`config.mk`:
```
export PLATFORM = sky130hd
export DESIGN_NAME = serial_parity_rx_flat
export DESIGN_NICKNAME = d
export VERILOG_FILES = /design/src/rtl/serial_parity_pkg.sv /design/src/rtl/serial_parity_if.sv /design/src/rtl/serial_parity_rx_sync_2ff.sv /design/src/rtl/serial_parity_rx.sv /design/src/flat_wrapper.sv
export SDC_FILE = /design/constraint.sdc
export NUM_CORES = 1
export LEC_CHECK = 0
export ABC_AREA = 1
export CAP_MARGIN = 15
export CORE_MARGIN = 3
export CORE_UTILIZATION = 42
export CTS_CLUSTER_DIAMETER = 50
export CTS_CLUSTER_SIZE = 20
export DETAILED_ROUTE_END_ITERATION = 8
export GPL_ROUTABILITY_DRIVEN = 0
export PLACE_DENSITY = 0.72
export SLEW_MARGIN = 20
export SYNTH_ARGS = -nofsm -noshare
export SYNTH_HDL_FRONTEND = slang
export SYNTH_HIERARCHICAL = 1
export SYNTH_SLANG_ARGS = --single-unit
export TNS_END_PERCENT = 30
```
`constraint.sdc`:
```
create_clock -name clk -period 3.5 [get_ports clk]
set_input_delay 0.7 -clock clk [delete_from_list [all_inputs] [get_ports clk]]
set_output_delay 0.7 -clock clk [all_outputs]
set_load 0.1 [all_outputs]
```
`src/rtl/serial_parity_pkg.sv`:
```
// Shared definitions for the serial parity link (rx side today, tx side later).
package serial_parity_pkg;

  localparam int unsigned DefaultDataW = 4;

  typedef enum logic [2:0] {
    StIdle,
    StStart,
    StData,
    StParity,
    StStop,
    StBreak
  } state_e;

endpackage

```
`src/rtl/serial_parity_if.sv`:
```
// Serial line plus received-word bus between the parity receiver and its consumer.
interface serial_parity_if #(
  parameter int unsigned DATA_W = 4
) ();

  logic              rx_in;
  logic [DATA_W-1:0] data_out;
  logic              valid;
  logic              parity_err;
  logic              frame_err;
  logic              busy;

  modport master (
    input  rx_in,
    output data_out, valid, parity_err, frame_err, busy
  );

  modport slave (
    output rx_in,
    input  data_out, valid, parity_err, frame_err, busy
  );

endinterface

```
`src/rtl/serial_parity_rx_sync_2ff.sv`:
```
// Two-flop synchronizer; resets to 1 so an idle line is not mistaken for a start bit.
module sync_2ff (
  input  logic clk,
  input  logic rst_n,
  input  logic d,
  output logic q
);

  logic meta_q;
  logic sync_q;

  always_ff @(posedge clk or negedge rst_n) begin
    if (!rst_n) begin
      meta_q <= 1'b1;
      sync_q <= 1'b1;
    end else begin
      meta_q <= d;
      sync_q <= meta_q;
    end
  end

  assign q = sync_q;

endmodule

```
`src/rtl/serial_parity_rx.sv`:
```
// Receiver for start/data/parity/stop frames: mid-bit sampling, parity and framing checks.
module serial_parity_rx
  import serial_parity_pkg::*;
#(
  parameter int unsigned DATA_W     = DefaultDataW,
  parameter int unsigned BIT_CYCLES = 4,
  parameter bit          PARITY_ODD = 1'b0
) (
  input logic              clk,
  input logic              rst_n,
  serial_parity_if.master  bus
);

  localparam int unsigned CntW = $clog2(BIT_CYCLES);
  localparam int unsigned IdxW = $clog2(DATA_W + 1);
  localparam logic [CntW-1:0] HalfLast = CntW'(BIT_CYCLES / 2 - 1);
  localparam logic [CntW-1:0] FullLast = CntW'(BIT_CYCLES - 1);
  localparam logic [IdxW-1:0] IdxLast  = IdxW'(DATA_W - 1);

  logic rx_s;

  sync_2ff u_sync (
    .clk   (clk),
    .rst_n (rst_n),
    .d     (bus.rx_in),
    .q     (rx_s)
  );

  state_e            state_q, state_d;
  logic [CntW-1:0]   cnt_q, cnt_d;
  logic [IdxW-1:0]   idx_q, idx_d;
  logic [DATA_W-1:0] shift_q, shift_d;
  logic              acc_q, acc_d;
  logic              perr_q, perr_d;
  logic [DATA_W-1:0] data_q, data_d;
  logic              valid_q, valid_d;
  logic              parity_err_q, parity_err_d;
  logic              frame_err_q, frame_err_d;
  logic              busy_q, busy_d;
  logic              sample;

  // The start bit is sampled half a bit in; every later sample is one full bit after the previous.
  assign sample = (state_q == StStart) ? (cnt_q == HalfLast) : (cnt_q == FullLast);

  always_comb begin
    state_d      = state_q;
    cnt_d        = cnt_q;
    idx_d        = idx_q;
    shift_d      = shift_q;
    acc_d        = acc_q;
    perr_d       = perr_q;
    data_d       = data_q;
    valid_d      = 1'b0;
    parity_err_d = parity_err_q;
    frame_err_d  = frame_err_q;
    busy_d       = busy_q;

    if (state_q != StIdle && state_q != StBreak) begin
      cnt_d = sample ? '0 : cnt_q + 1'b1;
    end

    unique case (state_q)
      StIdle: begin
        cnt_d = '0;
        if (!rx_s) begin
          state_d = StStart;
          idx_d   = '0;
          acc_d   = 1'b0;
          busy_d  = 1'b1;
        end
      end
      StStart: begin
        if (sample) begin
          if (rx_s) begin
            state_d = StIdle;
            busy_d  = 1'b0;
          end else begin
            state_d = StData;
          end
        end
      end
      StData: begin
        if (sample) begin
          shift_d             = shift_q >> 1;
          shift_d[DATA_W-1]   = rx_s;
          acc_d               = acc_q ^ rx_s;
          idx_d               = idx_q + 1'b1;
          if (idx_q == IdxLast) state_d = StParity;
        end
      end
      StParity: begin
        if (sample) begin
          perr_d  = acc_q ^ rx_s ^ PARITY_ODD;
          state_d = StStop;
        end
      end
      StStop: begin
        if (sample) begin
          data_d       = shift_q;
          parity_err_d = perr_q;
          frame_err_d  = !rx_s;
          valid_d      = 1'b1;
          busy_d       = 1'b0;
          state_d      = rx_s ? StIdle : StBreak;
        end
      end
      StBreak: begin
        cnt_d = '0;
        if (rx_s) state_d = StIdle;
      end
      default: state_d = StIdle;
    endcase
  end

  always_ff @(posedge clk or negedge rst_n) begin
    if (!rst_n) begin
      state_q      <= StIdle;
      cnt_q        <= '0;
      idx_q        <= '0;
      shift_q      <= '0;
      acc_q        <= 1'b0;
      perr_q       <= 1'b0;
      data_q       <= '0;
      valid_q      <= 1'b0;
      parity_err_q <= 1'b0;
      frame_err_q  <= 1'b0;
      busy_q       <= 1'b0;
    end else begin
      state_q      <= state_d;
      cnt_q        <= cnt_d;
      idx_q        <= idx_d;
      shift_q      <= shift_d;
      acc_q        <= acc_d;
      perr_q       <= perr_d;
      data_q       <= data_d;
      valid_q      <= valid_d;
      parity_err_q <= parity_err_d;
      frame_err_q  <= frame_err_d;
      busy_q       <= busy_d;
    end
  end

  assign bus.data_out   = data_q;
  assign bus.valid      = valid_q;
  assign bus.parity_err = parity_err_q;
  assign bus.frame_err  = frame_err_q;
  assign bus.busy       = busy_q;

endmodule

```
`src/flat_wrapper.sv`:
```
// flat-port wrapper written by rule: the top's interface ports become plain ports
module serial_parity_rx_flat import serial_parity_pkg::*;
#(
  parameter int unsigned DATA_W     = DefaultDataW,
  parameter int unsigned BIT_CYCLES = 4,
  parameter bit          PARITY_ODD = 1'b0
)
  (clk, rst_n, bus_rx_in, bus_data_out, bus_valid, bus_parity_err, bus_frame_err, bus_busy);
  serial_parity_if #(.DATA_W(DATA_W)) bus_i ();
  input logic clk;
  input logic rst_n;
  input wire logic [$bits(bus_i.rx_in)-1:0] bus_rx_in;
  output wire logic [$bits(bus_i.data_out)-1:0] bus_data_out;
  output wire logic [$bits(bus_i.valid)-1:0] bus_valid;
  output wire logic [$bits(bus_i.parity_err)-1:0] bus_parity_err;
  output wire logic [$bits(bus_i.frame_err)-1:0] bus_frame_err;
  output wire logic [$bits(bus_i.busy)-1:0] bus_busy;
  assign bus_i.rx_in = bus_rx_in;
  assign bus_data_out = bus_i.data_out;
  assign bus_valid = bus_i.valid;
  assign bus_parity_err = bus_i.parity_err;
  assign bus_frame_err = bus_i.frame_err;
  assign bus_busy = bus_i.busy;
  serial_parity_rx #(.DATA_W(DATA_W), .BIT_CYCLES(BIT_CYCLES), .PARITY_ODD(PARITY_ODD)) u_core (.clk(clk), .rst_n(rst_n), .bus(bus_i));
endmodule
```
==> reports/qor.csv <==
stage;metric;value;unit
pwr;combPwrFrac;48.9;%
routing;drtIter0Drc;50;
routing;wl;2.069;mm
logic_synthesis;ys_types;25;
critical_path;arrival;1820;ps
layout;syn_to_final_growth;12.07;%
run_status;status;complete, no violations;
sta;finalCritPeriodShare;72.13;%
cts;path_clk_slew;130;ps
placement;place_area;1311;um^2
floorplanning;dieArea;3567;um^2
routing;drt.antenna.violating_nets;0;
run;cap_violations;0;
sta;finalSetupTns;0;ps
logic_synthesis;netlist_top_cells_area;dfrtp_1 (45%), nand2_1 (9.9%), o21ai_2 (7.9%);
floorplanning;die_width;59.73;um
logic_synthesis;synth_ff_type;dfrtp_1;
routing;drc;0;
global_routing;grt.total_usage;13.38;%
logic_synthesis;syn_area_per_cell;9.547;um^2
critical_path;critical_path.top_delay_family;buffers and inverters;
critical_path;crit_type;reg -> out;
logic_synthesis;seq_area_frac_synth;49.74;%
pwr;ir_drop;472.2;uV
floorplanning;io_pins;11;
min_path;min_path_type;in -> async;
layout;stdcell_count;168;
pwr;p_leak;0.6911;nW
cts;cts.path.max_buffers;2;
logic_synthesis;synth_enable_flop_cells;0;
logic_synthesis;synth.most_common_cell;nand2_1;
sta;fmax;396.1;MHz
pwr;p_sw;0.5918;mW
floorplanning;die_h;59.73;um
critical_path;path_buf_inv;1;
cts;hold_buffers;0;
global_routing;grt_pass1_vias;842;
cts;cts_post_setup_buffers_inserted;0;
pwr;swShare;47.93;%
layout;utilization;52.01;%
routing;dr.pass1.iters;4;
sta;fin_ws;975.4;ps
cts;root_buffer;clkbuf_4;
global_routing;grt_first_pass_wirelength;3.553;mm
cts;clk_latency;310;ps
sta;finalHoldViolations;0;
global_routing;antenna_found_initial;0;
logic_synthesis;synth_top_cell_area_share;45.41;%
critical_path;cpPeakStageDelay;1140;ps
placement;dp_hpwl;1.483;mm
logic_synthesis;synth_top_area_cell;dfrtp_1;
logic_synthesis;yosys_warnings;6;
critical_path;slowest_stage;clkdlybuf4s50_1;
routing;avgRoutedWirePerCell;12.32;um
critical_path;cp_cell_sequence;clkdlybuf4s50_1;
cts;cts_max_level;1;
sta;period_needed;2525;ps
routing;vias;870;
layout;drive_gt1_share;26.09;%
floorplanning;initial_core_util;46.41;%
logic_synthesis;ys_ff_latch;24;
critical_path;worst_ep_required_time;2800;ps
sta;drv_slew;0;
critical_path;critPathLaunchType;register;
sta;setup_viol;0;
layout;nets;144;
layout;fin_area;1359;um^2
critical_path;crit_path_end_kind;output port;
layout;antennaDiodeCount;0;
global_routing;grt_remaining_overflow;0;
logic_synthesis;synth_area;1212;um^2
sta;rsz0062_at_grt;false;
sta;slew_headroom;35.52;%
logic_synthesis;synth_fp_nets;132;
routing;via_per_inst;5.179;
pwr;p_seq_share;35.1;%
floorplanning;row_count;18;
logic_synthesis;async_flop_share;100.0;%
critical_path;worst-path-max-fanout;2;
logic_synthesis;synthCells;127;
cts;cts_tree;built;
pwr;p_int;0.6430;mW
global_routing;grt_max_degree;25;
placement;dp_cells;164;
cts;clock_sinks;24;
sta;holdWs;341.6;ps
cts;cts_buffers;3;
sta;skew;1.286;ps
pwr;p_clk_share;16.0;%
floorplanning;design.core.area;2613;um^2
sta;tightest_slew;964.2;ps
placement;dp_slack;1322;ps
pwr;power;1.235;mW
logic_synthesis;synth_common_cells;nand2_1 (32), dfrtp_1 (22), inv_1 (13), o21ai_2 (11);
placement;port_buffers;10;
cts;cts_resized;0;
pwr;p_per_area;908.8;nW/um^2
-- flip-flops by register name (all words and copies together), names as in the netlist --
register               flops
u_core/bus.parity_err      1
u_core/state_q             3
u_core/u_sync/q            1
u_core/perr_q              1
u_core/shift_q             4
u_core/bus.frame_err       1
u_core/acc_q               1
u_core/cnt_q               2
u_core/bus.busy            1
u_core/u_sync/meta_q       1
u_core/bus.data_out        4
u_core/bus.valid           1
u_core/idx_q               3
-- power by group through the flow --
| stage | logic [mW] | registers (mW) | clock network (mW) |
|---|---|---|---|
| after CTS | 0.608 | 0.432 | 0.207 |
| after floorplan | 0.351 | 0.576 | 0 |
| after global routing | 0.657 | 0.446 | 0.218 |
| after detailed placement | 0.599 | 0.437 | 0 |
| after global placement | 0.586 | 0.433 | 0 |
| final | 0.604 | 0.433 | 0.197 |
-- area by class of cell --
cell class              instances  area, um^2
multi-input cells              85       511.7
inverters                      15       58.81
repair buffers                 10       95.09
flip-flops and latches         24       603.1
well taps                      30       37.54
clock buffers                   3       22.52
clock inverters                 1       30.03
fillers                       258        1254
-- cell families after synthesis --
logic type,synth area share [%]
AND/OR/NAND/NOR,29.00
adder cells (fa/ha/maj),2.064
buffers and inverters,8.050
AO/OA/AOI/OAI,10.42
XOR/XNOR,0.7225
flip-flops,49.74
-- routing by layer --
| metal | part of all wire, % | GRT usage [%] |
|---|---|---|
| met5 | 0 | 0 |
| met4 | 2.4 | 7.911 |
| met3 | 4.8 | 2.592 |
| met2 | 50 | 22.07 |
| met1 | 43 | 16.01 |
-- cell usage in the layout, fill, tap and decap left out --
master           instances
nor2_1                   5
xnor2_1                  1
nand2_2                  7
nand3_2                  3
nand3_1                  7
dfrtp_1                 22
nand4_2                  1
clkdlybuf4s50_1          9
o21ai_2                 11
nand2_4                  2
ha_1                     2
nand4_1                  4
clkbuf_4                 3
buf_2                    1
inv_2                    1
o21ai_0                  5
bufinv_16                1
nor2_4                   1
a21oi_1                  1
nand3_4                  1
inv_4                    1
dfstp_2                  2
nor3_2                   1
nand2_1                 32
inv_1                   13
nor3_1                   1
-- path summary, 6_finish.rpt --
path                       cells after the start  slack, ps              startpoint                endpoint
setup / recovery                               1        980  u_core/bus.data_out[1]         bus_data_out[1]
hold / removal                                 1        340                   rst_n  u_core/bus.data_out[0]
setup reg to reg                               8       2000       u_core/state_q[1]   u_core/bus.parity_err
hold reg to reg                                0        370    u_core/u_sync/meta_q         u_core/u_sync/q
max in group asynchronous                      1       2800                   rst_n    u_core/u_sync/meta_q
min in group clk                               0        370    u_core/u_sync/meta_q         u_core/u_sync/q
Note: power is estimated with default switching activity, not from simulation.
